### src/rtl/disp_pkg.sv
// Shared constants for the seven-segment display blocks.
// Latency: n/a (constants only).
// Backpressure: n/a.
// Contents: active-low segment codes {g,f,e,d,c,b,a} for hex digits 0..F,
// the all-dark segment and anode patterns, and the digit count.
package disp_pkg;

  localparam int NUM_DIGITS = 4;

  localparam logic [6:0] SEG_0   = 7'b1000000;
  localparam logic [6:0] SEG_1   = 7'b1111001;
  localparam logic [6:0] SEG_2   = 7'b0100100;
  localparam logic [6:0] SEG_3   = 7'b0110000;
  localparam logic [6:0] SEG_4   = 7'b0011001;
  localparam logic [6:0] SEG_5   = 7'b0010010;
  localparam logic [6:0] SEG_6   = 7'b0000010;
  localparam logic [6:0] SEG_7   = 7'b1111000;
  localparam logic [6:0] SEG_8   = 7'b0000000;
  localparam logic [6:0] SEG_9   = 7'b0010000;
  localparam logic [6:0] SEG_A   = 7'b0001000;
  localparam logic [6:0] SEG_B   = 7'b0000011;
  localparam logic [6:0] SEG_C   = 7'b1000110;
  localparam logic [6:0] SEG_D   = 7'b0100001;
  localparam logic [6:0] SEG_E   = 7'b0000110;
  localparam logic [6:0] SEG_F   = 7'b0001110;
  localparam logic [6:0] SEG_OFF = 7'b1111111;

  localparam logic [3:0] AN_OFF  = 4'b1111;

endpackage

### src/rtl/hex_to_seg.sv
// Hex nibble to active-low seven-segment code decoder.
// Latency: purely combinational, zero cycles.
// Backpressure: none; output follows input continuously.
// Ports: i_nib - 4-bit hex digit; o_seg - {g,f,e,d,c,b,a}, 0 = segment lit.
module hex_to_seg
  import disp_pkg::*;
(
  input  logic [3:0] i_nib,
  output logic [6:0] o_seg
);

  always_comb begin
    o_seg = SEG_OFF;
    case (i_nib)
      4'h0: o_seg = SEG_0;
      4'h1: o_seg = SEG_1;
      4'h2: o_seg = SEG_2;
      4'h3: o_seg = SEG_3;
      4'h4: o_seg = SEG_4;
      4'h5: o_seg = SEG_5;
      4'h6: o_seg = SEG_6;
      4'h7: o_seg = SEG_7;
      4'h8: o_seg = SEG_8;
      4'h9: o_seg = SEG_9;
      4'hA: o_seg = SEG_A;
      4'hB: o_seg = SEG_B;
      4'hC: o_seg = SEG_C;
      4'hD: o_seg = SEG_D;
      4'hE: o_seg = SEG_E;
      4'hF: o_seg = SEG_F;
      default: o_seg = SEG_OFF;
    endcase
  end

endmodule

### src/rtl/seven_seg_scan.sv
// Four-digit multiplexed seven-segment driver with per-frame input latch and
// inter-digit blanking gap. Latency: an/seg/dp are registered, 1 clk behind
// the internal scan state. Backpressure: none; inputs are sampled once per frame.
// Ports: clk, rst (sync, active high); value[15:0] hex digits ([3:0] = an[0]),
// dp_in[3:0] decimal points (1 = lit), blank_in[3:0] (1 = dark);
// an[3:0], seg[6:0] {g..a}, dp all active low; frame_start = latch pulse.
module seven_seg_scan
  import disp_pkg::*;
#(
  parameter int PRESCALE_W = 15,
  parameter int GAP        = 4
) (
  input  logic        clk,
  input  logic        rst,
  input  logic [15:0] value,
  input  logic [3:0]  dp_in,
  input  logic [3:0]  blank_in,
  output logic [3:0]  an,
  output logic [6:0]  seg,
  output logic        dp,
  output logic        frame_start
);

  localparam logic [PRESCALE_W-1:0] GAP_CNT = PRESCALE_W'(GAP);

  logic [PRESCALE_W-1:0] r_cnt;
  logic [1:0]            r_idx;
  logic [15:0]           r_value_q;
  logic [3:0]            r_dp_q;
  logic [3:0]            r_blank_q;
  logic [3:0]            r_an;
  logic [6:0]            r_seg;
  logic                  r_dp;
  logic                  r_frame_start;

  logic                  w_tick;
  logic [3:0]            w_nib;
  logic [6:0]            w_seg;
  logic [3:0]            w_an_sel;
  logic                  w_dark;

  assign w_tick   = (r_cnt == '1);
  assign w_nib    = 4'(r_value_q >> {r_idx, 2'b00});
  assign w_an_sel = ~(4'b0001 << r_idx);
  // Dark during the post-switch gap (anti-ghosting) or when the digit is masked.
  assign w_dark   = (r_cnt < GAP_CNT) | r_blank_q[r_idx];

  hex_to_seg u_dec (
    .i_nib (w_nib),
    .o_seg (w_seg)
  );

  // Prescaler and digit index; the index only moves on the wrap tick.
  always_ff @(posedge clk) begin
    if (rst) begin
      r_cnt <= '0;
      r_idx <= 2'd0;
    end else begin
      r_cnt <= r_cnt + 1'b1;
      if (w_tick) begin
        r_idx <= r_idx + 2'd1;
      end
    end
  end

  // Frame latch: inputs are captured only when leaving the last digit, so a
  // whole frame always shows one consistent snapshot. blank_q resets to all
  // ones to keep the display dark until the first real frame.
  always_ff @(posedge clk) begin
    if (rst) begin
      r_value_q     <= 16'h0000;
      r_dp_q        <= 4'h0;
      r_blank_q     <= 4'hF;
      r_frame_start <= 1'b0;
    end else begin
      r_frame_start <= 1'b0;
      if (w_tick && (r_idx == 2'd3)) begin
        r_value_q     <= value;
        r_dp_q        <= dp_in;
        r_blank_q     <= blank_in;
        r_frame_start <= 1'b1;
      end
    end
  end

  // Single output register stage so an, seg and dp switch on the same edge.
  always_ff @(posedge clk) begin
    if (rst) begin
      r_an  <= AN_OFF;
      r_seg <= SEG_OFF;
      r_dp  <= 1'b1;
    end else if (w_dark) begin
      r_an  <= AN_OFF;
      r_seg <= SEG_OFF;
      r_dp  <= 1'b1;
    end else begin
      r_an  <= w_an_sel;
      r_seg <= w_seg;
      r_dp  <= ~r_dp_q[r_idx];
    end
  end

  assign an          = r_an;
  assign seg         = r_seg;
  assign dp          = r_dp;
  assign frame_start = r_frame_start;

endmodule

### config.mk
export PLATFORM = sky130hd
export DESIGN_NAME = seven_seg_scan
export DESIGN_NICKNAME = d
export VERILOG_FILES = /design/src/rtl/disp_pkg.sv /design/src/rtl/hex_to_seg.sv /design/src/rtl/seven_seg_scan.sv
export SDC_FILE = /design/constraint.sdc
export NUM_CORES = 1
export LEC_CHECK = 0
export CORE_MARGIN = 2
export CORE_UTILIZATION = 54
export CTS_CLUSTER_DIAMETER = 100
export CTS_CLUSTER_SIZE = 16
export DETAILED_ROUTE_END_ITERATION = 16
export GPL_TIMING_DRIVEN = 0
export PLACE_DENSITY_LB_ADDON = 0.1
export REMOVE_ABC_BUFFERS = 1
export SLEW_MARGIN = 5
export SYNTH_ARGS = -nofsm -noshare
export SYNTH_HDL_FRONTEND = slang
export SYNTH_SLANG_ARGS = --single-unit
### constraint.sdc
create_clock -name clk -period 2.82 [get_ports clk]
set_clock_uncertainty 0.2 [all_clocks]
set_input_delay 0.705 -clock clk [delete_from_list [all_inputs] [get_ports clk]]
set_output_delay 0.705 -clock clk [all_outputs]
set_load 0.005 [all_outputs]
Yosys cells after proc, flatten, opt, wreduce, memory -nomap -nowiden
Memories as Yosys holds them, arrays and structs flattened. A register that Yosys moved wholly into a read port is not among the register bits.
Cells that the tools add are included.
- ROM bits: 112
- register bits: 47
- input bits: 26
- word-level logic and storage cells: 27
- output and inout bits: 13
- memories kept: 1
- memory list (memory ; words ; width ; rd ports ; clocked after Yosys merged registers in ; write ports ; RTL line ; source):
    (no name shown) ; 16 ; 7 ; 1 ; 1 ; 0 ; hex_to_seg.sv:14 ; case (i_nib)
- eq/ne operators: 2
- order comparisons: 2
- mux-type cells: 5
- shift-type cells: 2
- bitwise operators: 3
- reduce and logical (&&, ||, !) cells: 2
- add/sub/neg operators: 2
- operator list (cell ; count):
    $shr 16x4->4 ; 1
    $add 15x1->15 const B ; 1
    $eq 15x15->1 const B ; 1
    $lt 15x3->1 const B ; 1
    $bmux 1 s2 ; 2
    $not 4->4 ; 1
    $shl 1x2->4 const A ; 1
    $lt 2x3->1 const B ; 1
    $mux 1 ; 3
    $add 2x1->2 const B ; 1
    $eq 2x2->1 const B ; 1
    $reduce_or 2->1 ; 1
    $logic_and 1x1->1 ; 1
    $not 1->1 ; 1
    $or 1x1->1 ; 1

Depth between registers and ports, before layout
Gate-level depths: netlist (run 1).
- depth after elaboration: 4
- mapped depth: 8
- depth with buffers taken out: 7

Hierarchy
Synthesis (run 1) repeated with hierarchy kept, for this count alone.
- cells, all modules: 273
- area, all modules: 2703.8 sq um
- modules (own cells, without submodules) (module ; sequential area each (sq um) ; cells each ; instances ; area an instance (sq um)):
    seven_seg_scan ; 1081.0 ; 241 ; 1 ; 2428.6
    hex_to_seg ; 0.0 ; 32 ; 1 ; 275.3

Worst setup path before layout (run 1)
Ideal clock, no wire load.
- path kind: register to register
- from: reg r_idx[0]
- to: reg r_seg[3] (netlist: seg[3])
- path buffers: 1
- data arrival time: 1947 ps
- cell stages (with the launch flop): 9
- library setup time: 58 ps
- setup slack: 615 ps
- path through: dfxtp_1 buf_6 mux4_2 inv_1 ha_1 inv_1 mux2i_1 mux2_2 nand2_1
- cells in the longest elaborated chain, start to end: 4
- elaborated cells between the ends (all ways): 5
- those cells by class: shift: 1; mux: 2; bitwise: 1; reduce/logical: 1
- ends and longest elaborated chain (element ; RTL line ; source):
    start: declaration ; seven_seg_scan.sv:27 ; logic [1:0] r_idx;
    start signal: assignment ; seven_seg_scan.sv:61 ; r_idx <= r_idx + 2'd1;
    $bmux 1 s2 ; seven_seg_scan.sv:46 ; assign w_dark = (r_cnt < GAP_CNT) | r_blank_q[r_idx];
    $mux 1 (implied by the code) ; seven_seg_scan.sv:46 ;
    $or 1x1->1 ; seven_seg_scan.sv:46 ;
    $reduce_or 2->1 (no source line) ; - ;
    end: declaration ; seven_seg_scan.sv:32 ; logic [6:0] r_seg;
Parallel ways exist; a longest one is shown, timed or not. The select of a mux whose other input is x is not followed.
A chain may end at the register's enable or synchronous reset.

Worst setup path in the final report (run 1)
- from: reg r_idx[1]
- to: reg r_blank_q[0]
- cells in the longest elaborated chain, start to end: 2
- ends and longest elaborated chain (element ; RTL line ; source):
    $eq 2x2->1 ; seven_seg_scan.sv:77 ; if (w_tick && (r_idx == 2'd3)) begin
    $logic_and 1x1->1 ; seven_seg_scan.sv:77 ;
    end signal: assignment ; seven_seg_scan.sv:80 ; r_blank_q <= blank_in;
    end: declaration ; seven_seg_scan.sv:30 ; logic [3:0] r_blank_q;
Every way passes these cells.

==> results of run 1 <==
==> power breakdown <==
group	internal [W]	total [W]	switching (W)	leakage, nW
Combinational	0.0000350	0.0000557	0.0000207	0.525
Clock	0.000262	0.000509	0.000247	0.0579
Sequential	0.000766	0.000769	0.00000332	0.437
Total	0.00106	0.00133	0.000271	1.02
==> through the flow <==
step,setup TNS [ps],setup WS (ps),cells
floorplan,0,352,255
global placement,-16370,-1030,360
detailed placement,-5390,-327,360
CTS,0,153,368
global route,0,189,368
finish,0,345,368
==> per-layer routing <==
metal | share of wire (%) | routed length [um]
met2 | 46 | 2620
met5 | 0 | 0
met1 | 48 | 2730
met4 | 1.1 | 62
met3 | 4.3 | 243
==> repair_timing <==
action,CTS,global route
gates resized for setup,3,1
hold endpoints to repair,0,0
endpoints found under the setup margin,30,3
==> critical path: stages, from the launching register on <==
cell,delay [ps]
dfxtp_1,770
ha_4,390
inv_1,380
nor3_4,430
mux2i_1,230
==> cells by family (layout without fill, tap and decap cells) <==
family | Yosys count | after routing | share of synthesized area (%)
adder cells (fa/ha/maj) | 11 | 11 | 5.20
AO/OA/AOI/OAI | 59 | 59 | 14.6
multiplexers | 22 | 22 | 11.3
flip-flops | 54 | 54 | 40.8
XOR/XNOR | 12 | 12 | 3.97
AND/OR/NAND/NOR | 90 | 90 | 18.9
buffers and inverters | 28 | 53 | 5.15
==> synthesized netlist by cell type (2+ instances only) <==
cell      count
nor4_1        5
xor2_1        5
o31ai_1      23
mux4_2        6
dfxtp_1      54
ha_1         11
nor3_1        3
o311ai_0      3
and3_1        4
or4_1         3
a21oi_1      25
nand2_1      14
o21ai_0       3
buf_6         3
nand4_1      23
or3_1         2
inv_1         7
o221ai_1      3
buf_2         4
mux2i_1      12
nor2_1       21
nand3_1       8
xnor2_1       7
clkbuf_1     13
mux2_2        4
==> worst max-delay path by stage <==
stage	cells after the start	from	endpoint	slack [ps]
floorplan	4	r_idx[0]$_SDFFE_PP0N_	r_blank_q[0]$_SDFFE_PP1P_	350
global placement	3	rst	seg[4]$_SDFF_PP1_	-1030
detailed placement	4	r_idx[0]$_SDFFE_PP0N_	r_blank_q[3]$_SDFFE_PP1P_	-330
CTS	4	r_idx[1]$_SDFFE_PP0N_	r_blank_q[0]$_SDFFE_PP1P_	150
global route	5	r_cnt[0]$_SDFF_PP0_	r_blank_q[0]$_SDFFE_PP1P_	190
finish	4	r_idx[1]$_SDFFE_PP0N_	r_blank_q[0]$_SDFFE_PP1P_	350
==> cell type report <==
class / instances / area, um^2
multi-input cells: 194 / 1460
flip-flops and latches: 54 / 1080
clock buffers: 5 / 68.8
inverters: 7 / 26.3
fillers: 414 / 1590
well taps: 67 / 83.8
clock inverters: 3 / 40.0
repair buffers: 38 / 375
==> state kept, by name, indices dropped and copies added, names as in the netlist <==
register / flops
r_cnt: 15
r_value_q: 16
an: 4
seg: 7
frame_start: 1
r_idx: 2
r_blank_q: 4
r_dp_q: 4
dp: 1
==> flow_summary.toml, run 1 <==
[global_routing]
grt_max_degree = 48
use_met1_pct = 30.0
use_met2_pct = 33.7
grt.met3_usage_pct = 4.34
grt_remaining_overflow = 0
grt_pass1_vias = 1952
antenna_found_initial = 0
grt_busiest_layer = "met2"
grt.total_usage_pct = 21.3
grt_first_pass_wirelength_um = 9200

[logic_synthesis]
synth_warnings = 0
synth_top_area_share_pct = 40.8
yosysUniqueCellTypes = 35
yosys-top-cells-area = "dfxtp_1 41%, o31ai_1 6.5%, nand4_1 5.4%, ha_1 5.2%, mux4_2 5.1%"
synth-async-reset-ratio_pct = 0
ys_seq_area_share_pct = 40.8
synth_top_area_cell = "dfxtp_1"
netlist_instances = 276
synth-seq-cells = 54
synthFlopType = "dfxtp_1"
synth_edf_count = 0
synth_area_um2 = 2650
avgSynthCellArea_um2 = 9.60

[cells_and_area]
final_util_pct = 66.4
area_growth_pct = 18.5
antenna_cells = 0
final_cell_mix = "53 x dfxtp_1, 37 x clkdlybuf4s50_1, 25 x a21oi_1"
nNetsFinal = 337
drive_above_1_share_pct = 8.64
finish.instance_area_um2 = 3140
final_common_cell = "dfxtp_1"

[timing]
setup_viol = 0
holdWs_ps = 250
maxSlewViolCount = 0
period_needed_ps = 2470
max_freq_ghz = 0.404
tightestPinTransition_ps = 1000
rsz0062_at_grt = "no"
fin_crit_sh_pct = 87.8
finalHoldViolCount = 0
relSlewSlack_pct = 32.9

[cts]
postCtsHoldBufs = 0
htreeDepth = 2
root_buffer = "clkbuf_8"
numCtsBuffers = 5
clockBufferDepth = 2
cts_setup_buffers = 0
clk_pin_slew_ps = 100
cts.sinks = 54
insertion_delay_ps = 310
cts_tree = "done"

[worst_setup_path]
cp.arrival_ps = 2510
r2r_slack_ps = 350
worst-r2r-cell-count = 4
worstSetupEndpointType = "flip-flop"
crit_path_start_kind = "flip-flop"
crit_required_ps = 2850
r2r_end = "r_blank_q[0]$_SDFFE_PP1P_"
crit_type = "flip-flop to flip-flop"
crit_fanout = 22
rr_startpoint = "r_idx[1]$_SDFFE_PP0N_"

[detailed_routing]
vias_per_cell = 5.92
via_count = 2177
routed_wl_um = 5660
drtIter0Drc = 95
ant_nets = 0
detail_route.wl_per_cell_um = 15.4
drcViolationCount = 0
firstDrtPassIters = 4

[hold_path]
holdPathStages = 1
hp-class = "flip-flop to flip-flop"
hold_start = "r_cnt[0]$_SDFF_PP0_"
hold_end = "r_cnt[0]$_SDFF_PP0_"

[floorplan]
dieArea_um2 = 5480
start_util_pct = 56.1
rows = 25
num_io_pins = 39
die_x_um = 74.0
coreArea_um2 = 4720
die_y_um = 74.0

[pwr]
leakage_nw = 1.02
vdd_ir_drop_max_mv = 0.245
power_density_nw_per_um2 = 425
p_total_w = 0.00133

[status]
status = "completed"

[placed_design]
placed_area_um2 = 3000
io_buffer_count = 38
finalWeightedCongestion = 0.781
dp_hpwl_um = 3640

[job]
maxCapViolCount = 0
Power figures use the tool's default switching activity.
==> inputs of run 2 (changes only) <==
Settings changed: ABC_CLOCK_PERIOD_IN_PS set to 2820.
==> results of run 2 <==
No change in the layout: final DEF, timing and power equal those of run 1.
==> inputs of run 3 (changes only) <==
Settings changed: SKIP_CTS_REPAIR_TIMING set to 1.
==> run 3 against run 2 <==
Die area unchanged. Final cell count unchanged. Sequential cell count unchanged. Critical path type unchanged.
==> flow_summary.toml, run 3 (synthesis results as in run 1) <==
[global_routing]
antenna_found_initial = 0
grt_first_pass_wirelength_um = 9160
grt_remaining_overflow = 0
grt.total_usage_pct = 21.2
grt_max_degree = 48
grt_pass1_vias = 1938

[detailed_routing]
drcViolationCount = 0
detail_route.wl_per_cell_um = 15.4
firstDrtPassIters = 4
drtIter0Drc = 92
via_count = 2170
ant_nets = 0
vias_per_cell = 5.90
routed_wl_um = 5660

[worst_setup_path]
crit_path_start_kind = "flip-flop"
worst-path-buf-inv = 1
worstSetupEndpointType = "flip-flop"
crit_start = "r_idx[1]$_SDFFE_PP0N_"
cp.arrival_ps = 2500
cp_top_family = "flip-flops"
crit_fanout = 22
crit_required_ps = 2850
crit_type = "flip-flop to flip-flop"
rr_startpoint = "r_idx[1]$_SDFFE_PP0N_"
critPathMaxStageDelay_ps = 760
critical_path.cell_chain = "ha_4, inv_1, nor3_4, mux2i_1"
crit_slowest_cell = "dfxtp_1"

[timing]
rsz0062_at_grt = "no"
period_needed_ps = 2470
max_freq_ghz = 0.405
setup_viol = 0
tightestPinTransition_ps = 999
fin_crit_sh_pct = 87.5
finalHoldViolCount = 0
relSlewSlack_pct = 33.2
maxSlewViolCount = 0

[hold_path]
hold_start = "r_cnt[0]$_SDFF_PP0_"
hp-class = "flip-flop to flip-flop"

[cts]
insertion_delay_ps = 300
root_buffer = "clkbuf_8"
htreeDepth = 2
clk_pin_slew_ps = 90
cts.sinks = 54
cts_tree = "done"
clockBufferDepth = 2
numCtsBuffers = 5

[placed_design]
finalWeightedCongestion = 0.781
io_buffer_count = 38
dp_hpwl_um = 3640

[cells_and_area]
final_cell_mix = "53 x dfxtp_1, 37 x clkdlybuf4s50_1, 25 x a21oi_1"
drive_above_1_share_pct = 8.64
nNetsFinal = 337
largest_reg_flops = 16
fill_cells = 415
multi_input_comb_area_um2 = 1460
top_register = "r_value_q"
final_common_cell = "dfxtp_1"
ff_latch_area_um2 = 1080
area_growth_pct = 18.5
antenna_cells = 0
final_util_pct = 66.4

[pwr]
power_density_nw_per_um2 = 424
p_total_w = 0.00133
vdd_ir_drop_max_mv = 0.242
leakage_nw = 1.02

[job]
maxCapViolCount = 0

[status]
status = "completed"

[floorplan]
dieArea_um2 = 5480
rows = 25
coreArea_um2 = 4720
start_util_pct = 56.1
num_io_pins = 39
die_x_um = 74.0
die_y_um = 74.0
-- run 3: cell counts in the layout (fill, tap and decap cells not counted) --
No cell type changed its count.
-- run 3: metal layers --
layer  up-vias  GRT usage, %  share of wire [%]
li1       1069             -                  -
met1      1044          30.1                 48
met2        49          33.2                 47
met3         8          4.34                3.7
met4         0          5.25                1.1
met5         -             0                  0
-- run 3: path summary, 6_finish.rpt --
kind / endpoint / slack, ps / depth (start not counted)
setup / recovery: r_blank_q[0]$_SDFFE_PP1P_ / 350 / 4
setup reg to reg: r_blank_q[0]$_SDFFE_PP1P_ / 350 / 4
hold / removal: r_cnt[0]$_SDFF_PP0_ / 250 / 1
hold reg to reg: r_cnt[0]$_SDFF_PP0_ / 250 / 1
-- run 3: layout make-up --
type                    count  share of cell area, %
inverters                   7                  0.837
repair buffers             38                   12.0
well taps                  67                   2.67
multi-input cells         194                   46.6
clock buffers               5                   2.19
clock inverters             3                   1.28
flip-flops and latches     54                   34.5
-- run 3: through the flow --
step | area [um^2] | setup WS, ps | TNS (ps) | std cells | hold slack [ps]
CTS | 3110 | -341 | -5630 | 368 | 250
floorplan | 2540 | 352 | 0 | 255 | 208
global placement | 3000 | -1030 | -16370 | 360 | 224
detailed placement | 3000 | -327 | -5390 | 360 | 230
global route | 3140 | 190 | 0 | 368 | 279
finish | 3140 | 353 | 0 | 368 | 250
-- run 3: power by group --
part	switching, W	internal, W
Sequential	0.00000328	0.000765
Clock	0.000245	0.000262
Combinational	0.0000209	0.0000351
